==> config.mk <==
export PLATFORM = sky130hd
export DESIGN_NAME = core_mgmt_mailbox_slave
export DESIGN_NICKNAME = d
export VERILOG_FILES = /design/src/rtl/core_mgmt_mailbox_pkg.sv /design/src/rtl/core_mgmt_mailbox_slave_fifo.sv /design/src/rtl/core_mgmt_mailbox_slave.sv
export SDC_FILE = /design/constraint.sdc
export NUM_CORES = 1
export LEC_CHECK = 0
export CAP_MARGIN = 40
export CORE_ASPECT_RATIO = 0.5
export CORE_UTILIZATION = 45
export DETAILED_ROUTE_END_ITERATION = 8
export HOLD_SLACK_MARGIN = 0.12
export PLACE_DENSITY = 0.68
export SLEW_MARGIN = 20
export SYNTH_ARGS = -nofsm -noshare
export SYNTH_HDL_FRONTEND = slang
export SYNTH_SLANG_ARGS = --single-unit
==> constraint.sdc <==
create_clock -name clk -period 10 [get_ports clk]
set_input_delay 3 -clock clk [delete_from_list [all_inputs] [get_ports clk]]
set_output_delay 3 -clock clk [all_outputs]
set_load 0.03 [all_outputs]
==> src/rtl/core_mgmt_mailbox_pkg.sv <==
// Shared types and constants for the core-management mailbox slave:
// register offsets, AXI response codes, FIFO entry record and FSM states.
package core_mgmt_mailbox_pkg;

    localparam logic [31:0] OFS_DATA = 32'h0000_0000;
    localparam logic [31:0] OFS_ADDR = 32'h0000_0004;
    localparam logic [31:0] OFS_STAT = 32'h0000_0008;

    localparam logic [1:0] RESP_OKAY   = 2'b00;
    localparam logic [1:0] RESP_SLVERR = 2'b10;

    typedef struct packed {
        logic [31:0] addr;
        logic [31:0] data;
    } mailbox_entry_t;

    typedef enum logic {
        W_IDLE,
        W_RESP
    } wr_state_t;

    typedef enum logic {
        R_IDLE,
        R_RESP
    } rd_state_t;

endpackage

==> src/rtl/core_mgmt_mailbox_slave_fifo.sv <==
// Synchronous mailbox FIFO of mailbox_entry_t records.
// Ports: clk, rst (async high), push/push_entry, pop/head, full, empty, count.
module mailbox_fifo
    import core_mgmt_mailbox_pkg::*;
#(
    parameter int DEPTH = 8,
    localparam int AW = $clog2(DEPTH),
    localparam int CW = AW + 1
) (
    input  logic           clk,
    input  logic           rst,
    input  logic           push,
    input  mailbox_entry_t push_entry,
    input  logic           pop,
    output mailbox_entry_t head,
    output logic           full,
    output logic           empty,
    output logic [CW-1:0]  count
);

    mailbox_entry_t mem [DEPTH];
    logic [AW-1:0]  wr_ptr;
    logic [AW-1:0]  rd_ptr;
    logic           do_push;
    logic           do_pop;

    // Full/empty are taken from the occupancy register so that the
    // pointers may simply wrap without an extra lap bit.
    assign full    = (count == CW'(DEPTH));
    assign empty   = (count == '0);
    assign head    = mem[rd_ptr];
    assign do_push = push && !full;
    assign do_pop  = pop && !empty;

    always_ff @(posedge clk) begin
        if (do_push) begin
            mem[wr_ptr] <= push_entry;
        end
    end

    always_ff @(posedge clk or posedge rst) begin
        if (rst) begin
            wr_ptr <= '0;
            rd_ptr <= '0;
            count  <= '0;
        end else begin
            if (do_push) begin
                wr_ptr <= wr_ptr + 1'b1;
            end
            if (do_pop) begin
                rd_ptr <= rd_ptr + 1'b1;
            end
            count <= count + CW'(do_push) - CW'(do_pop);
        end
    end

endmodule

==> src/rtl/core_mgmt_mailbox_slave.sv <==
// AXI4-Lite mailbox responder: queues write-back records, serves pops/status.
// Ports: clk, rst, AXI-Lite slave s_aw*/s_w*/s_b*/s_ar*/s_r*, mb_count, mb_irq.
module core_mgmt_mailbox_slave
    import core_mgmt_mailbox_pkg::*;
#(
    parameter logic [31:0] BASE_ADDR = 32'h8800_0000,
    parameter int FIFO_DEPTH = 8,
    localparam int CW = $clog2(FIFO_DEPTH) + 1
) (
    input  logic          clk,
    input  logic          rst,
    input  logic          s_awvalid,
    output logic          s_awready,
    input  logic [31:0]   s_awaddr,
    input  logic          s_wvalid,
    output logic          s_wready,
    input  logic [31:0]   s_wdata,
    output logic          s_bvalid,
    input  logic          s_bready,
    output logic [1:0]    s_bresp,
    input  logic          s_arvalid,
    output logic          s_arready,
    input  logic [31:0]   s_araddr,
    output logic          s_rvalid,
    input  logic          s_rready,
    output logic [31:0]   s_rdata,
    output logic [1:0]    s_rresp,
    output logic [CW-1:0] mb_count,
    output logic          mb_irq
);

    wr_state_t      wstate;
    rd_state_t      rstate;
    logic           up;
    logic           aw_held;
    logic           w_held;
    logic [31:0]    awaddr_q;
    logic [31:0]    wdata_q;
    logic           full;
    logic           empty;
    mailbox_entry_t head;
    mailbox_entry_t wr_entry;
    logic           aw_hs;
    logic           w_hs;
    logic           ar_hs;
    logic           wr_go;
    logic           addr_ok;
    logic           push;
    logic           pop;
    logic           pop_hit;
    logic [31:0]    rd_data_nxt;
    logic [1:0]     rd_resp_nxt;
    logic [CW-1:0]  cnt_nxt;

    // 'up' is cleared by reset, so every ready is low while rst is high.
    assign s_awready = up && (wstate == W_IDLE) && !aw_held && !full;
    assign s_wready  = up && (wstate == W_IDLE) && !w_held && !full;
    assign s_arready = up && (rstate == R_IDLE);

    assign aw_hs = s_awvalid && s_awready;
    assign w_hs  = s_wvalid && s_wready;
    assign ar_hs = s_arvalid && s_arready;

    // A channel is usable either from its holding register or live.
    assign wr_entry.addr = aw_held ? awaddr_q : s_awaddr;
    assign wr_entry.data = w_held ? wdata_q : s_wdata;
    assign wr_go   = (wstate == W_IDLE) && (aw_held || aw_hs)
                     && (w_held || w_hs);
    assign addr_ok = (wr_entry.addr == BASE_ADDR + OFS_DATA);
    assign push    = wr_go && addr_ok && !full;
    assign pop     = ar_hs && pop_hit;
    assign cnt_nxt = mb_count + CW'(push) - CW'(pop);

    // Read decode sees the pre-push FIFO state, so a pop racing a push
    // into an empty mailbox still reports SLVERR.
    always_comb begin
        rd_data_nxt = '0;
        rd_resp_nxt = RESP_OKAY;
        pop_hit     = 1'b0;
        case (s_araddr)
            BASE_ADDR + OFS_DATA: begin
                if (empty) begin
                    rd_resp_nxt = RESP_SLVERR;
                end else begin
                    rd_data_nxt = head.data;
                    pop_hit     = 1'b1;
                end
            end
            BASE_ADDR + OFS_ADDR: begin
                if (!empty) begin
                    rd_data_nxt = head.addr;
                end
            end
            BASE_ADDR + OFS_STAT: begin
                rd_data_nxt = {empty, full, 22'b0, 8'(mb_count)};
            end
            default: begin
                rd_resp_nxt = RESP_SLVERR;
            end
        endcase
    end

    mailbox_fifo #(
        .DEPTH(FIFO_DEPTH)
    ) u_fifo (
        .clk        (clk),
        .rst        (rst),
        .push       (push),
        .push_entry (wr_entry),
        .pop        (pop),
        .head       (head),
        .full       (full),
        .empty      (empty),
        .count      (mb_count)
    );

    always_ff @(posedge clk or posedge rst) begin
        if (rst) begin
            up     <= 1'b0;
            mb_irq <= 1'b0;
        end else begin
            up     <= 1'b1;
            mb_irq <= (cnt_nxt != '0);
        end
    end

    always_ff @(posedge clk or posedge rst) begin
        if (rst) begin
            wstate   <= W_IDLE;
            aw_held  <= 1'b0;
            w_held   <= 1'b0;
            awaddr_q <= '0;
            wdata_q  <= '0;
            s_bvalid <= 1'b0;
            s_bresp  <= RESP_OKAY;
        end else begin
            unique case (wstate)
                W_IDLE: begin
                    if (wr_go) begin
                        aw_held  <= 1'b0;
                        w_held   <= 1'b0;
                        s_bvalid <= 1'b1;
                        s_bresp  <= addr_ok ? RESP_OKAY : RESP_SLVERR;
                        wstate   <= W_RESP;
                    end else begin
                        if (aw_hs) begin
                            aw_held  <= 1'b1;
                            awaddr_q <= s_awaddr;
                        end
                        if (w_hs) begin
                            w_held  <= 1'b1;
                            wdata_q <= s_wdata;
                        end
                    end
                end
                W_RESP: begin
                    if (s_bready) begin
                        s_bvalid <= 1'b0;
                        wstate   <= W_IDLE;
                    end
                end
            endcase
        end
    end

    always_ff @(posedge clk or posedge rst) begin
        if (rst) begin
            rstate   <= R_IDLE;
            s_rvalid <= 1'b0;
            s_rdata  <= '0;
            s_rresp  <= RESP_OKAY;
        end else begin
            unique case (rstate)
                R_IDLE: begin
                    if (ar_hs) begin
                        s_rvalid <= 1'b1;
                        s_rdata  <= rd_data_nxt;
                        s_rresp  <= rd_resp_nxt;
                        rstate   <= R_RESP;
                    end
                end
                R_RESP: begin
                    if (s_rready) begin
                        s_rvalid <= 1'b0;
                        rstate   <= R_IDLE;
                    end
                end
            endcase
        end
    end

endmodule

Yosys cells after proc, flatten, opt, wreduce, memory -nomap -nowiden. Memory sizes are Yosys's and may differ from the RTL's. Cells that the tools add are included.

ROM bits: 0. Word-level logic and storage cells: 98. Register bits: 118. Output and inout port bits: 46. Bits in latches: 0. Bits in writable memories: 512. Memories kept: 1. Bits of input ports: 103.

Memories: u_fifo.mem (words 8, bits a word 64, rd ports 1, clocked after Yosys merged registers in 0, wr ports 1, RTL line core_mgmt_mailbox_slave_fifo.sv:21) `mailbox_entry_t mem [DEPTH];`.

Add/sub/neg operators: 6. Magnitude comparators: 0. Muxes and demuxes: 28. Divide/modulo/power cells: 0. Bitwise gates (word level): 3. Reduce and logical (&&, ||, !) cells: 35. Shifts and indexed selects: 0. Equality and inequality tests: 9. Multiply operators: 0.

Operators by type and width (number): $eq A32 B32 Y1 const B (4); $mux W32 (4); $pmux W32 S3 (1); $logic_and A1 B1 Y1 (16); $mux W1 (16); $reduce_and A2 Y1 (6); $add A4 B1 Y4 (2); $ne A2 B2 Y1 const B (4); $pmux W1 S2 (4); $sub A4 B1 Y4 (2); $add A3 B1 Y3 const B (2); $reduce_and A3 Y1 (2); $eq A4 B4 Y1 const B (1); $logic_not A1 Y1 (4); $logic_not A4 Y1 (1); $mux W2 (2); $pmux W2 S2 (1); $reduce_bool A2 Y1 (2); $reduce_bool A4 Y1 (1); $not A1 Y1 (3); $logic_or A1 B1 Y1 (2); $reduce_or A2 Y1 (1).

Depth between registers and ports, before layout. Gate-level depths: netlist (run 1).

Word-level depth: 13. Depth in mapped cells: 13. Depth with buffers taken out: 12.

By module. From an unflattened synthesis (run 1), not the netlist that was laid out.

Cell total of the unflattened synthesis: 1256. Area, all modules: 25534.5 um^2.

Modules (own cells, without submodules): mailbox_fifo (sequential area each 15625.0 um^2, cells an instance 798, times used 1, area an instance 19799.0 um^2); core_mgmt_mailbox_slave (sequential area each 2652.5 um^2, cells an instance 458, times used 1, area an instance 5735.5 um^2).

Worst setup path after synthesis (run 1). Ideal clock, no wire load.

Path kind: in2reg. Start point: in s_awaddr[30]. End point: mem u_fifo.mem[6][0] (netlist name), enable pin. Setup time: 666 ps. Path slack: -1196 ps. Stages: 5. Path buffers: 0. Arrival time: 10530 ps. Required time: 9334 ps. Cell sequence: mux2_2 nor4_1 o221a_2 nand3_1 nor4b_1.

Cells in the longest elaborated chain, start to end: 7.

Ends and longest elaborated chain: from (decl) (RTL line core_mgmt_mailbox_slave.sv:14) `input logic [31:0] s_awaddr,`; $mux W32 (RTL line core_mgmt_mailbox_slave.sv:65) `assign wr_entry.addr = aw_held ? awaddr_q : s_awaddr;`; $eq A32 B32 Y1 (RTL line core_mgmt_mailbox_slave.sv:69) `assign addr_ok = (wr_entry.addr == BASE_ADDR + OFS_DATA);`; $logic_and A1 B1 Y1 (2 in series) (RTL line core_mgmt_mailbox_slave.sv:70) `assign push = wr_go && addr_ok && !full;`; $logic_and A1 B1 Y1 (RTL line core_mgmt_mailbox_slave_fifo.sv:32) `assign do_push = push && !full;`; $mux W1 (RTL line core_mgmt_mailbox_slave_fifo.sv:36) `if (do_push) begin`; $mux W1 (not written as such) (RTL line core_mgmt_mailbox_slave_fifo.sv:37) `mem[wr_ptr] <= push_entry;`; to (decl) (RTL line core_mgmt_mailbox_slave_fifo.sv:21).

Every way passes these cells.

Worst setup path after layout (run 1).
Start point: in s_awaddr[23]. End point: mem u_fifo.mem[0][47] (netlist name), enable pin.

The elaborated chain is that of the path after synthesis.

==> flow_summary.json, run 1 <==
{
  "tightest_slew_ns": 0.8388,
  "drv_slew": 0,
  "clockPowerShare": 0.354,
  "area_delta_synth_final_pct": 18.25,
  "postCtsSetupBuffers": 0,
  "hp-class": "reg2reg",
  "start_util": 0.4603,
  "clock_latency_ns": 0.60,
  "ys_async_sr_fraction": 0.1847,
  "drt_iter0_markers": 1213,
  "p_sw_frac": 0.2362,
  "clock_path_buffers": 3,
  "ir_drop_uv": 116.9,
  "gp_congestion": 0.8055,
  "synth_edf_count": 512,
  "yosysTopAreaCellShare": 0.6146,
  "p_switching_w": 0.001470,
  "fin_crit_sh": 0.6093,
  "ctsResizeCount": 0,
  "rows": 60,
  "yosys.area.top_type": "edfxtp_1",
  "viasPerCell": 5.696,
  "netlist_area_um2": 25020,
  "rsz0062_at_grt": "no",
  "power_frac_seq": 0.525,
  "critPathArrivalTime_ns": 6.33,
  "fin_skew_ns": 0.03409,
  "synthTopCellsByArea": "edfxtp_1 61%, mux4_2 14%, dfrtp_1 12%",
  "clk_pin_slew_ns": 0.06,
  "vias": 12290,
  "die_h_um": 168.7,
  "synthCells": 1178,
  "total_power_w": 0.006224,
  "htree_levels": 2,
  "grt_pass1_vias": 13000,
  "fin_crit_ns": 6.093,
  "ys_types": 50,
  "postSynthAreaPerCell_um2": 21.24,
  "seq_area_frac_synth": 0.7306,
  "intPower_w": 0.004754,
  "die_w_um": 335.5,
  "tritoncts": "built",
  "pin_count": 149,
  "numClockSinks": 628,
  "drive_gt1_frac": 0.3031,
  "reg2reg_to": "u_fifo.mem[0][47]",
  "powerDensity_nw_per_um2": 210.4,
  "pwr-share-comb": 0.121,
  "min_from": "s_rvalid",
  "portBuffers": 146,
  "synth-seq-cells": 628,
  "drc_errors": 0,
  "coreArea_um2": 54350,
  "startpoint_type": "primary input",
  "crit_start": "s_awaddr[23]",
  "r2r_setup_slack_ns": 5.93,
  "fp.dieArea_um2": 56600,
  "max-slew-margin-rel": 0.4392,
  "min_path_cells": 2,
  "avgRoutedWirePerCell_um": 25.90,
  "grt_overflow_total": 0,
  "dp_hpwl_mm": 35.34,
  "grt_pass1_wl_mm": 83.20,
  "min_to": "s_rvalid",
  "fin_setup_tns_ns": 0,
  "layout.nets": 1481,
  "cp_max_fo": 40,
  "grt_max_degree": 56,
  "hold_viol": 0,
  "grt_antenna_before_repair": 2,
  "drt_pass1_iterations": 5,
  "criticalPathCategory": "in2reg",
  "worstPathRequired_ns": 10.23,
  "setup_viol": 0,
  "worstRegToRegCells": 8,
  "synth_ff_type": "edfxtp_1",
  "cts_root_buffer": "clkbuf_16",
  "max_freq_ghz": 0.1641,
  "end_kind": "register",
  "power_leakage_nw": 9.626,
  "grt_util_all_layers": 0.2000,
  "cts-buffers-inserted": 56,
  "finalWirelength_mm": 55.89,
  "ant_nets": 0,
  "hold_buffers": 0,
  "ys_warn_count": 0,
  "r2r-start": "aw_held",
  "status": "finished, final reports clean",
  "cap_violations": 0
}
-- worst max-delay path by stage --
stage | to | slack, ns | cells after the start
after detailed placement | u_fifo.mem[0][17] | 3.28 | 7
after floorplan | u_fifo.mem[4][0] | -0.83 | 6
after CTS | u_fifo.mem[0][62] | 3.89 | 7
after global routing | u_fifo.mem[0][47] | 3.68 | 7
final | u_fifo.mem[0][47] | 3.91 | 7
after global placement | u_fifo.mem[2][49] | 3.09 | 7
-- cell usage after synthesis (all sizes together) (7+ instances only) --
cell,instances
a21oi,8
a32o,26
buf,38
clkbuf,26
dfrtp,116
edfxtp,512
ha,11
inv,18
mux2,130
mux2i,12
mux4,154
nand2,20
nor3,18
nor4,19
nor4b,7
o21ai,8
-- cells by family after synthesis --
family	Yosys count	share of synthesized area
xor+xnor	8	0.002800
other cells	2	0.0003002
buf+inv	82	0.01575
simple gates	91	0.02241
fa+ha+maj	13	0.007102
mux	296	0.2020
flops	628	0.7306
compound gates	58	0.01911
-- area by class of cell --
cell class	instances	area (µm²)
Clock inverter	24	291.5
Antenna cell	2	5.005
Sequential cell	628	18290
Tap cell	744	930.9
Timing Repair Buffer	192	1971
Clock buffer	81	1607
Fill cell	4104	24770
Inverter	18	70.07
Multi-Input combinational cell	469	6421
-- cells in the final DEF (no fill, tap or decap), types with 12 or more instances in the layout --
cell type / count
a32o_1: 26
buf_4: 33
clkbuf_1: 15
clkbuf_16: 57
clkdlybuf4s50_1: 146
dfrtp_1: 111
edfxtp_1: 512
inv_1: 17
mux2_2: 122
mux2i_1: 12
mux4_2: 154
nand2_1: 19
nor3_1: 12
nor4_1: 16
-- sequential cells by signal, indices dropped and copies added (netlist names), 3 cells and up --
name / cells
u_fifo.rd_ptr: 3
awaddr_q: 32
u_fifo.mem: 512
s_rdata: 32
wdata_q: 32
u_fifo.count: 4
u_fifo.wr_ptr: 3
-- per-stage QoR --
stage	hold WS (ns)	setup slack, ns	util	cell area, µm²	cells
5_1_grt	0.5093	3.684	0.5443	29580	2157
6_report	0.4761	3.907	0.5443	29580	2158
3_3_place_gp	0.4590	3.091	0.5045	27420	2038
3_5_place_dp	0.4682	3.282	0.5079	27610	2048
4_1_cts	0.4848	3.895	0.5428	29500	2153
2_1_floorplan	0.4522	-0.8254	-	25030	1179
-- worst max-delay path: stages --
cell and delay, ns:
clkdlybuf4s50_1 0.46, nor4b_1 0.63, a21oi_1 0.15, nor3_1 0.32
nand3_1 0.65, nor4_2 0.46, buf_4 0.59
-- per-layer routing --
layer / routed length (µm) / global-route usage
met4: 859 / 0.04328
met1: 23660 / 0.2761
met3: 3445 / 0.03895
met2: 27920 / 0.3328
met5: 0 / 0
-- power by group through the flow --
stage | Sequential [W] | Clock (W) | Combinational (W)
after global placement | 0.00331 | 0 | 0.000706
after global routing | 0.00328 | 0.00234 | 0.000809
after floorplan | 0.00330 | 0 | 0.000459
final | 0.00327 | 0.00220 | 0.000754
after CTS | 0.00327 | 0.00223 | 0.000756
after detailed placement | 0.00332 | 0 | 0.000752
(Power assumes the default switching activity.)
==> run 2: changes to the inputs <==
==> constraint.sdc (replaced) <==
create_clock -name clk -period 5.8 [get_ports clk]
set_input_delay 1.74 -clock clk [delete_from_list [all_inputs] [get_ports clk]]
set_output_delay 1.74 -clock clk [all_outputs]
set_load 0.03 [all_outputs]
==> run 2 against run 1 <==
Compared with the run above:
- total power up 72%
- register-to-register slack got worse by 3.8 ns
- highest routed layer unchanged
- clock power grew 73%
- first-iteration DRC count is 7.3% lower
- flip-flop and latch count is the same
- non-clock buffer count decreased by 7
- largest cell class unchanged
- clock skew decreased by 0.019 ns
- combinational power up 62%
==> flow_summary.json, run 2 (synthesis gave the netlist of run 1 again) <==
{
  "grt_util_all_layers": 0.1989,
  "intPower_w": 0.008178,
  "gp_congestion": 0.7691,
  "rsz0062_at_grt": "no",
  "drc_errors": 0,
  "numClockSinks": 628,
  "max-slew-margin-rel": 0.4817,
  "cp_max_fo": 4,
  "layout.nets": 1473,
  "fin_setup_tns_ns": 0,
  "grt_pass1_vias": 12960,
  "hp-class": "reg2reg",
  "startpoint_type": "register",
  "p_switching_w": 0.002541,
  "hold_buffers": 0,
  "p_sw_frac": 0.2371,
  "worstPathRequired_ns": 4.06,
  "ctsResizeCount": 0,
  "area_delta_synth_final_pct": 18.15,
  "cts_root_buffer": "clkbuf_16",
  "drt_pass1_iterations": 5,
  "criticalPathCategory": "reg2out",
  "vias": 12310,
  "ir_drop_uv": 195.4,
  "largest_reg_flops": 512,
  "cap_violations": 0,
  "grt_pass1_wl_mm": 82.99,
  "drt_iter0_markers": 1125,
  "end_kind": "output port",
  "fin_skew_ns": 0.01511,
  "crit_start": "u_fifo.count[2]",
  "fp.dieArea_um2": 56600,
  "placed_area_um2": 27660,
  "coreArea_um2": 54350,
  "drv_slew": 0,
  "largest_register": "u_fifo.mem",
  "setup_viol": 0,
  "critPathSlowestCell": "clkdlybuf4s50_1",
  "hold_viol": 0,
  "start_util": 0.4603,
  "status": "finished, final reports clean",
  "diodes": 0,
  "viasPerCell": 5.732,
  "drive_gt1_frac": 0.3034,
  "finalWirelength_mm": 55.62,
  "min_from": "s_rvalid",
  "clock_path_buffers": 3,
  "worstRegToRegCells": 12,
  "powerDensity_nw_per_um2": 362.6,
  "final_cell_area_um2": 29560,
  "pin_count": 149,
  "die_w_um": 335.5,
  "grt_max_degree": 59,
  "critPathArrivalTime_ns": 2.57,
  "portBuffers": 146,
  "grt_antenna_before_repair": 0,
  "power_leakage_nw": 9.617,
  "clock_latency_ns": 0.59,
  "pwr-share-comb": 0.114,
  "fillers": 4069,
  "grt_overflow_total": 0,
  "fin_crit_sh": 0.7438,
  "dp_hpwl_mm": 32.94,
  "tightest_slew_ns": 0.7775,
  "cts-buffers-inserted": 55,
  "path_cells": "inv_1 -> ha_1 -> nor3b_1 -> nand2b_4 -> nor3_1 -> clkdlybuf4s50_1",
  "die_h_um": 168.7,
  "avgRoutedWirePerCell_um": 25.89,
  "max_stage_delay_ns": 0.63,
  "fin_crit_ns": 4.314,
  "clockPowerShare": 0.355,
  "power_frac_seq": 0.530,
  "r2r-start": "aw_held",
  "mostFrequentLayoutCell": "edfxtp_1",
  "ant_nets": 0,
  "postCtsSetupBuffers": 0,
  "clk_pin_slew_ns": 0.07,
  "max_freq_ghz": 0.2318,
  "htree_levels": 2,
  "min_path_cells": 2,
  "tritoncts": "built",
  "mostFrequentLayoutCells": "512 x edfxtp_1, 154 x mux4_2, 146 x clkdlybuf4s50_1",
  "rows": 60
}
run 2: path summary, 6_finish.rpt:
check                                        end  slack [ns]
worst max register to register            mb_irq        2.08
worst max-delay path                   s_awready        1.49
worst min register to register          s_rvalid        0.48
max in group asynchronous       u_fifo.rd_ptr[1]        3.17
min in group asynchronous           awaddr_q[23]        1.61
worst min-delay path                    s_rvalid        0.48
run 2: cell type report:
cell class | count | area (µm²) | share of cell area
clock buffers | 79 | 1589 | 0.05376
clock inverters | 25 | 309.0 | 0.01046
inverters | 18 | 72.57 | 0.002455
multi-input cells | 469 | 6464 | 0.2187
flip-flops and latches | 628 | 18290 | 0.6187
well taps | 744 | 930.9 | 0.03149
repair buffers | 185 | 1906 | 0.06447
run 2: power groups by stage:
stage / clock network (W) / registers [W] / logic (W)
after detailed placement: 0 / 0.00578 / 0.00121
final: 0.00381 / 0.00569 / 0.00122
after floorplan: 0 / 0.00569 / 0.000792
after global routing: 0.00404 / 0.00572 / 0.00131
after global placement: 0 / 0.00575 / 0.00114
after CTS: 0.00386 / 0.00568 / 0.00122
run 2: critical path: cells and delay by family, from the launching register on:
kind,cells,cell delay [ns]
buf+inv,2,0.75
simple gates,3,0.67
flops,1,0.41
fa+ha+maj,1,0.15
run 2: through the flow:
| stage | utilization | hold slack (ns) | power (W) | instances | setup WS (ns) |
|---|---|---|---|---|---|
| floorplan | - | 0.4522 | 0.006478 | 1179 | -1.075 |
| global placement | 0.5073 | 0.4622 | 0.006884 | 2039 | 0.7129 |
| detailed placement | 0.5089 | 0.4689 | 0.006993 | 2044 | 0.8945 |
| CTS | 0.5439 | 0.4852 | 0.01077 | 2148 | 1.460 |
| global route | 0.5439 | 0.4998 | 0.01106 | 2148 | 1.316 |
| finish | 0.5439 | 0.4836 | 0.01072 | 2148 | 1.486 |
run 2: per-layer routing:
| layer | part of all wire | track usage | vias up |
|---|---|---|---|
| met5 | 0 | 0 | - |
| met4 | 0.014 | 0.03812 | 0 |
| met3 | 0.049 | 0.02715 | 64 |
| met2 | 0.50 | 0.3355 | 351 |
| met1 | 0.44 | 0.2805 | 6649 |
| li1 | - | - | 5248 |
==> run 3: changes to the inputs <==
==> constraint.sdc (replaced) <==
create_clock -name clk -period 4.3 [get_ports clk]
set_input_delay 1.29 -clock clk [delete_from_list [all_inputs] [get_ports clk]]
set_output_delay 1.29 -clock clk [all_outputs]
set_load 0.03 [all_outputs]
==> run 3 against run 2 <==
Compared with the run above:
- total power is 32% higher
- combinational power is 35% higher
- via count is 1.1% higher
- routed wire length is 0.39% lower
- cell area is 0.83% higher
- die area stayed put
- clock skew is 0.0033 ns higher
- cell count is 1.1% higher
- global-route usage hardly changed
- largest cell class unchanged
==> flow_summary.json, run 3 (synthesis gave the netlist of run 1 again) <==
{
  "pre_cts_slack_ns": 0.1166,
  "grt_pass1_vias": 13130,
  "gp_congestion": 0.8624,
  "hold_buffers": 0,
  "largest_register": "u_fifo.mem",
  "fin_skew_ns": 0.01841,
  "htree_levels": 2,
  "fp.dieArea_um2": 56600,
  "mostFrequentLayoutCell": "edfxtp_1",
  "drt_pass1_iterations": 7,
  "final_cells": 2171,
  "criticalPathCategory": "reg2out",
  "finalWirelength_mm": 55.40,
  "intPower_w": 0.01079,
  "numClockSinks": 628,
  "drive_gt1_frac": 0.3118,
  "ctsResizeCount": 0,
  "hold_viol": 0,
  "placed_cells": 2068,
  "r2r_setup_slack_ns": 0.87,
  "use_met2": 0.3337,
  "largest_reg_flops": 512,
  "vias": 12450,
  "cap_violations": 0,
  "p_switching_w": 0.003362,
  "cts_root_buffer": "clkbuf_16",
  "die_w_um": 335.5,
  "grt_use_met3": 0.02658,
  "rsz0062_at_grt": "no",
  "drt_iter0_markers": 1186,
  "portBuffers": 146,
  "grt_overflow_total": 0,
  "r2r-start": "aw_held",
  "diodes": 0,
  "reg2reg_to": "u_fifo.mem[4][13]",
  "coreArea_um2": 54350,
  "fin_setup_tns_ns": 0,
  "dp_hpwl_mm": 34.89,
  "fin_crit_sh": 0.9494,
  "clock_path_buffers": 3,
  "start_util": 0.4603,
  "max_freq_ghz": 0.2450,
  "ir_drop_uv": 281.1,
  "crit_start": "u_fifo.count[2]",
  "busiest_layer": "met2",
  "area_delta_synth_final_pct": 19.13,
  "viasPerCell": 5.734,
  "power_frac_seq": 0.543,
  "postCtsSetupBuffers": 0,
  "worstRegToRegCells": 7,
  "powerDensity_nw_per_um2": 474.9,
  "critPathSlowestCell": "clkdlybuf4s50_1",
  "rows": 60,
  "max-slew-margin-rel": 0.4567,
  "critPathArrivalTime_ns": 2.79,
  "avgRoutedWirePerCell_um": 25.52,
  "tritoncts": "built",
  "max_stage_delay_ns": 0.65,
  "worstPathRequired_ns": 3.01,
  "cts-buffers-inserted": 55,
  "use_met1": 0.2780,
  "layout.nets": 1497,
  "setup_viol": 0,
  "tightest_slew_ns": 0.8149,
  "mostFrequentLayoutCells": "512 x edfxtp_1, 154 x mux4_2, 145 x clkdlybuf4s50_1",
  "grt_max_degree": 71,
  "die_h_um": 168.7,
  "clock_latency_ns": 0.59,
  "end_kind": "output port",
  "min_from": "s_rvalid",
  "pin_count": 149,
  "drc_errors": 0,
  "path_cells": "inv_1 -> ha_1 -> nor3b_1 -> nand2b_4 -> nor3_1 -> clkdlybuf4s50_1",
  "p_sw_frac": 0.2376,
  "min_to": "s_rvalid",
  "grt_pass1_wl_mm": 83.06,
  "startpoint_type": "register",
  "ant_nets": 0,
  "drv_slew": 0,
  "grt_antenna_before_repair": 0,
  "pwr-share-comb": 0.117,
  "clockPowerShare": 0.341,
  "clk_pin_slew_ns": 0.07,
  "hp-class": "reg2reg",
  "status": "finished, final reports clean",
  "grt_util_all_layers": 0.1987,
  "layout_setup_ws_ns": 0.2177,
  "power_leakage_nw": 9.731,
  "cp_max_fo": 4,
  "min_path_cells": 2,
  "fin_crit_ns": 4.082
}
## run 3: cell count changes in the layout (fill, tap and decap cells not counted), moves of 2 or more
cell	change
clkbuf_1	+3
clkdlybuf4s15_2	-2
clkinv_4	-3
clkinv_2	+4
buf_4	+8
buf_16	-2
buf_12	+20
bufinv_16	-3
clkinvlp_4	-2
clkinv_1	+3
buf_2	+2
## run 3: area by class of cell
type,instances,area (µm²)
clock inverters,23,197.7
repair buffers,209,2277
multi-input cells,469,6475
inverters,18,71.32
well taps,744,930.9
flip-flops and latches,628,18290
fillers,4059,24550
clock buffers,80,1562
## run 3: routing by layer
| layer | vias up | routed length, µm |
|---|---|---|
| li1 | 5310 | - |
| met1 | 6660 | 23520 |
| met2 | 400 | 27590 |
| met3 | 79 | 3227 |
| met4 | 0 | 1063 |
| met5 | - | 0 |
## run 3: how the worst max path moves through the flow
| stage | cells after the start | slack (ns) | endpoint |
|---|---|---|---|
| 2_1_floorplan | 6 | -0.68 | u_fifo.mem[2][0] |
| 3_3_place_gp | 10 | 0.14 | u_fifo.mem[4][19] |
| 3_5_place_dp | 8 | 0.12 | u_fifo.mem[4][17] |
| 4_1_cts | 6 | 0.22 | s_awready |
| 5_1_grt | 6 | 0.13 | s_awready |
| 6_report | 6 | 0.22 | s_awready |
## run 3: per-stage QoR
stage	hold WS (ns)	util	area (µm²)	power, W
after global placement	0.4618	0.5155	28020	0.009332
after floorplan	0.4522	-	25160	0.008743
after CTS	0.4962	0.5484	29800	0.01424
after detailed placement	0.4811	0.5160	28050	0.009455
after global routing	0.5099	0.5484	29800	0.01461
final	0.4937	0.5484	29800	0.01415
## run 3: power by group through the flow
| stage | Combinational (W) | Clock (W) | Sequential [W] |
|---|---|---|---|
| after floorplan | 0.00107 | 0 | 0.00767 |
| after global placement | 0.00155 | 0 | 0.00778 |
| after detailed placement | 0.00165 | 0 | 0.00781 |
| after CTS | 0.00165 | 0.00491 | 0.00768 |
| after global routing | 0.00176 | 0.00512 | 0.00773 |
| final | 0.00165 | 0.00482 | 0.00768 |
## run 3: worst max-delay path: cells and delay by family (launching register included)
| kind | cells | cell delay, ns |
|---|---|---|
| AND/OR/NAND/NOR | 3 | 0.85 |
| buffers and inverters | 2 | 0.77 |
| flip-flops | 1 | 0.42 |
| adder cells (fa/ha/maj) | 1 | 0.15 |
